## src/rtl/ifid_buffer_pkg.sv

```systemverilog
// Shared constants for the fetch-to-decode instruction buffer.
package ifid_buffer_pkg;

  localparam int          XLEN_DEF  = 32;
  localparam int          DEPTH_DEF = 4;
  localparam logic [31:0] NOP_INSTR = 32'h0;

endpackage

```

## src/rtl/ifid_regfile.sv

```systemverilog
// Entry storage for the IF/ID buffer: synchronous write, asynchronous read.
// Contents are deliberately not reset; the buffer masks invalid entries.
module ifid_regfile #(
  parameter int DEPTH = 4,
  parameter int WIDTH = 64
) (
  input  logic                     clk,
  input  logic                     i_we,
  input  logic [$clog2(DEPTH)-1:0] i_waddr,
  input  logic [WIDTH-1:0]         i_wdata,
  input  logic [$clog2(DEPTH)-1:0] i_raddr,
  output logic [WIDTH-1:0]         o_rdata
);

  logic [WIDTH-1:0] r_mem [DEPTH];

  // Write one entry per cycle when enabled.
  always_ff @(posedge clk) begin
    if (i_we) r_mem[i_waddr] <= i_wdata;
  end

  assign o_rdata = r_mem[i_raddr];

endmodule

```

## src/rtl/ifid_buffer.sv

```systemverilog
// In-order FIFO of {pc, instr} pairs between fetch and decode.
// Head entry is shown ahead from storage; empty outputs read as a NOP at pc 0.
module ifid_buffer
  import ifid_buffer_pkg::*;
#(
  parameter int DEPTH = DEPTH_DEF,
  parameter int XLEN  = XLEN_DEF
) (
  input  logic                     clk,
  input  logic                     rst,
  input  logic                     in_valid,
  output logic                     in_ready,
  input  logic [XLEN-1:0]          in_pc,
  input  logic [XLEN-1:0]          in_instr,
  input  logic                     flush,
  output logic                     out_valid,
  input  logic                     out_ready,
  output logic [XLEN-1:0]          out_pc,
  output logic [XLEN-1:0]          out_instr,
  output logic [$clog2(DEPTH):0]   count
);

  localparam int             AW   = $clog2(DEPTH);
  localparam int             CW   = AW + 1;
  localparam logic [CW-1:0]  FULL = CW'(DEPTH);

  logic [AW-1:0]      r_rptr;
  logic [AW-1:0]      r_wptr;
  logic [CW-1:0]      r_count;
  logic               w_push;
  logic               w_pop;
  logic               w_we;
  logic [2*XLEN-1:0]  w_rdata;

  // Handshake flags come only from registered occupancy; no full-and-pop pass-through.
  assign in_ready  = (r_count != FULL);
  assign out_valid = (r_count != '0);
  assign w_push    = in_valid && in_ready && !flush;
  assign w_pop     = out_valid && out_ready && !flush;
  assign w_we      = w_push && !rst;
  assign count     = r_count;

  ifid_regfile #(
    .DEPTH (DEPTH),
    .WIDTH (2 * XLEN)
  ) u_regfile (
    .clk     (clk),
    .i_we    (w_we),
    .i_waddr (r_wptr),
    .i_wdata ({in_pc, in_instr}),
    .i_raddr (r_rptr),
    .o_rdata (w_rdata)
  );

  // Mask stale storage so an empty buffer presents a NOP at pc 0.
  always_comb begin
    out_pc    = '0;
    out_instr = XLEN'(NOP_INSTR);
    if (out_valid) begin
      out_pc    = w_rdata[2*XLEN-1:XLEN];
      out_instr = w_rdata[XLEN-1:0];
    end
  end

  // Pointer and occupancy update; reset beats flush, flush beats push/pop.
  always_ff @(posedge clk) begin
    if (rst || flush) begin
      r_rptr  <= '0;
      r_wptr  <= '0;
      r_count <= '0;
    end else begin
      if (w_push) r_wptr <= r_wptr + AW'(1);
      if (w_pop)  r_rptr <= r_rptr + AW'(1);
      case ({w_push, w_pop})
        2'b10:   r_count <= r_count + CW'(1);
        2'b01:   r_count <= r_count - CW'(1);
        default: r_count <= r_count;
      endcase
    end
  end

endmodule

```

## config.mk

```make
export PLATFORM = sky130hd
export DESIGN_NAME = ifid_buffer
export DESIGN_NICKNAME = d
export VERILOG_FILES = /design/src/rtl/ifid_buffer_pkg.sv /design/src/rtl/ifid_regfile.sv /design/src/rtl/ifid_buffer.sv
export SDC_FILE = /design/constraint.sdc
export NUM_CORES = 1
export LEC_CHECK = 0
export CAP_MARGIN = 10
export CORE_MARGIN = 4
export CORE_UTILIZATION = 40
export CTS_CLUSTER_DIAMETER = 50
export DETAILED_ROUTE_END_ITERATION = 12
export GPL_ROUTABILITY_DRIVEN = 1
export SKIP_LAST_GASP = 1
export SLEW_MARGIN = 10
export SYNTH_ARGS = -nofsm -noshare
export SYNTH_HDL_FRONTEND = slang
export SYNTH_SLANG_ARGS = --single-unit
```

## constraint.sdc

```tcl
create_clock -name clk -period 6.9 [get_ports clk]
set_input_delay 1.38 -clock clk [delete_from_list [all_inputs] [get_ports clk]]
set_output_delay 1.38 -clock clk [all_outputs]
set_load 0.01 [all_outputs]
```

==> results.txt <==
register bit count reported by yosys = 265
hold slack = 0.513 ns
cell with the largest stage delay on the worst path = sky130_fd_sc_hd__dfxtp_4
kind of critical path = reg2out
clock edge transition at the registers on the reported setup and hold paths = 0.06 ns
pin count of the biggest net entering global routing = 66
total length of routed met3 wires = 982 microns
layout filler cell count = 2046
result of the run = finished, final reports clean
area delta synth->final = 26.1%
met1 routed wirelength after detailed routing = 8530 microns
proportion of layout cells with a drive suffix above 1 = 19.6%
topmost layer with routed signal wires = met5
Die Y-Extent = 168 microns
mux share of post-synthesis cell area = 14.4%
via count of the first global-routing pass = 5392
Inserted Clock Buffers = 30
global placer's final weighted congestion = 0.716
Worst Setup End Kind = output port
Yosys top cell area share = 75.2%
number of nets produced by synthesis = 533
CTS tree = done
detailed-route wire length per cell = 20.5 microns
critical path, cell by cell = buf_4 -> mux4_1 -> and2_1 -> clkdlybuf4s50_1
number of vias per cell = 5.05
max-slew violation total from the final report = 0
transition at the pin with the smallest max-transition slack = 1.07 ns
post-CTS sizing = 0
critical register-to-register path endpoint = count[2]
IO Port Bufs = 137
unrepaired setup endpoints after global routing = no
largest family of logic cells by synthesized area = multiplexers
antenna violations before repair = 1
startpoint of the worst register-to-register path = count[2]
leading cell types by count after synthesis = 256 x sky130_fd_sc_hd__edfxtp_1, 64 x sky130_fd_sc_hd__and2_1, 60 x sky130_fd_sc_hd__mux4_2
Die Area = 28200 sq um
depth of the worst register-to-register path = 8
count leader, synth = sky130_fd_sc_hd__edfxtp_1
Fin. Hold Viols = 0
maximum buffer depth of the clock tree = 3
worst vdd ir = 0.202 mV
overall overflow remaining after global route = 0
YS warnings = 0
area of all sequential standard cells = 7880 sq um
xor/xnor share of the synthesized area = 0.343%
Hold Path Stages = 2
minimum clock period = 4.67 ns
Post-Syn Area = 10200 sq um
largest area contributor in the synthesized netlist = sky130_fd_sc_hd__edfxtp_1
Maximum Capacitance Violations = 0
standard cell core area = 25200 sq um
remaining routing DRC violations = 0
hold worst-path end = r_wptr[0]
Crit path largest cell delay = 1.04 ns
Die W = 168 microns
Finish-stage setup viols = 0
worst setup skew after layout = 0.00743 ns
final worst-path cycle share = 67.7%
arithmetic-cell share of the synthesized area counting full adders, half adders and majority gates = 0.808%
count of antenna-violating nets left after detailed routing = 0
count of nets after finishing = 690
critical path peak fanout = 50
number of library cell types mapped by synthesis = 26
global-route wire length before repair = 30800 microns
share of the synthesized area in compound gates (AO/OA/AOI/OAI) = 0.306%
FMAX = 214 MHz
Hold Crit Start = r_wptr[0]
worst min-delay path category = reg2reg
DP Wirelength = 11300 microns
cells after synthesis = 458
data required time of the worst path = 5.52 ns
total negative slack = 0 ns
total clock sinks = 265
multi-input logic area = 2160 sq um
cell family contributing the most delay on the critical path = flip-flops
clock root cell = sky130_fd_sc_hd__clkbuf_16
post-layout total power = 0.00344 W
instance area at placement = 11900 sq um
count of standard-cell rows = 58
synthesized area per cell = 22.3 sq um
setup slack of the most critical reg-to-reg path = 4.34 ns
area share of and/or/nand/nor cells after synthesis = 5.03%
initial core utilization = 40.6%
post-route standard cell area excluding fillers = 12900 sq um
number of enable-type register cells in the synthesized netlist = 256
share of the core filled with cells = 51.2%
length of the first detailed-routing pass in iterations = 4
crit path DAT = 3.29 ns
Most used DFF post-synth = sky130_fd_sc_hd__edfxtp_1
top area cells in the synthesized netlist = sky130_fd_sc_hd__edfxtp_1 75%, sky130_fd_sc_hd__mux4_2 13%, sky130_fd_sc_hd__and2_1 3.9%, sky130_fd_sc_hd__dfxtp_1 1.8%, sky130_fd_sc_hd__buf_12 1.2%
number of buffer and inverter instances along the worst setup path = 2
register area share after synthesis = 77.0%
number of H-tree levels = 1
total global-route track usage = 14.0%
Leak = 4.06 nW
CTS Hold Bufs = 0
met2 WL post-DR = 9850 microns
Antenna Cells = 0
number of I/O pins = 138
clock insertion delay at the later pin of the skew report = 0.54 ns
Power per Cell Area = 267 nW/um^2
Rel. slew slack = 28.6%
async set-reset flop share out of synthesis = 0%
detailed-route wire length = 19800 microns
count of vias placed by the detailed router = 4882
Setup Fix Bufs, Post-CTS = 0
drt initial violations = 298
category of the worst setup path launch point = register
-- flip-flops by register name (all words and copies together), names as in the netlist, named ones only --
name and cells:
count 3, r_rptr 2, r_wptr 2, u_regfile.r_mem 256
-- tightest hold or removal path: cells and delay by family, from the launching register on --
kind / cells / cell delay [ns]
and+or+nand+nor: 1 / 0.07
DFF: 1 / 0.34
muxes: 1 / 0.06
-- worst max-delay path by stage --
stage,startpoint,end,slack (ns),cells past startpoint
after floorplan,flush,u_regfile.r_mem[1][0],-0.08,2
after global placement,register,out_instr[31],2.67,4
after detailed placement,register,out_instr[31],2.67,4
after CTS,register,out_instr[31],2.07,4
after global routing,register,out_instr[31],1.92,4
final,register,out_instr[31],2.23,4
-- per-stage QoR --
step                      std cells  setup slack, ns
after global routing            967             1.92
after global placement          913             2.67
after detailed placement        913             2.67
final                           967             2.23
after floorplan                 458          -0.0845
after CTS                       967             2.07
-- cells in the final DEF, fill, tap and decap left out --
cell type,count
sky130_fd_sc_hd__mux2i_1,2
sky130_fd_sc_hd__xor2_1,4
sky130_fd_sc_hd__nor3b_2,4
sky130_fd_sc_hd__clkinvlp_4,2
sky130_fd_sc_hd__dfxtp_1,7
sky130_fd_sc_hd__ha_1,5
sky130_fd_sc_hd__a21oi_1,2
sky130_fd_sc_hd__clkbuf_8,4
sky130_fd_sc_hd__or3_2,1
sky130_fd_sc_hd__nand2_1,4
sky130_fd_sc_hd__clkinv_4,1
sky130_fd_sc_hd__o311ai_0,1
sky130_fd_sc_hd__edfxtp_1,256
sky130_fd_sc_hd__clkbuf_1,5
sky130_fd_sc_hd__mux4_2,60
sky130_fd_sc_hd__and2_1,64
sky130_fd_sc_hd__or3b_2,1
sky130_fd_sc_hd__mux4_1,4
sky130_fd_sc_hd__clkinv_2,5
sky130_fd_sc_hd__buf_4,10
sky130_fd_sc_hd__bufinv_16,2
sky130_fd_sc_hd__or3_1,1
sky130_fd_sc_hd__clkinv_1,4
sky130_fd_sc_hd__clkbuf_16,31
sky130_fd_sc_hd__nand3b_2,1
sky130_fd_sc_hd__inv_1,5
sky130_fd_sc_hd__clkdlybuf4s50_1,137
sky130_fd_sc_hd__o21ai_0,1
sky130_fd_sc_hd__o31ai_1,1
sky130_fd_sc_hd__nor2_1,8
sky130_fd_sc_hd__dfxtp_4,2
sky130_fd_sc_hd__or2_2,1
sky130_fd_sc_hd__fa_1,1
-- final cells by class --
type	count	share of cell area, %
sequential	265	61.1
timing repair buffer	147	11.2
multi-input combinational	166	16.8
clock buffer	40	6.59
tap	330	3.20
inverter	5	0.146
clock inverter	14	0.961
-- where the power goes --
group | total (W) | switching (W) | internal (W)
clock | 0.00152 | 0.000588 | 0.000931
sequential | 0.00179 | 0.00000613 | 0.00178
combinational | 0.000135 | 0.0000583 | 0.0000767
total | 0.00344 | 0.000653 | 0.00279
-- logic make-up after synthesis --
kind of cell / after synthesis
fa+ha+maj: 6
mux: 66
compound gates: 5
simple gates: 85
xor+xnor: 4
flops: 265
buf+inv: 27
-- per-layer routing --
layer | vias up | GRT usage [%]
met4 | 2 | 3.92
met2 | 125 | 23.4
met1 | 2544 | 19.1
li1 | 2178 | -
met3 | 33 | 2.56
met5 | - | 0
No activity file was read; power rests on OpenSTA's default activity.
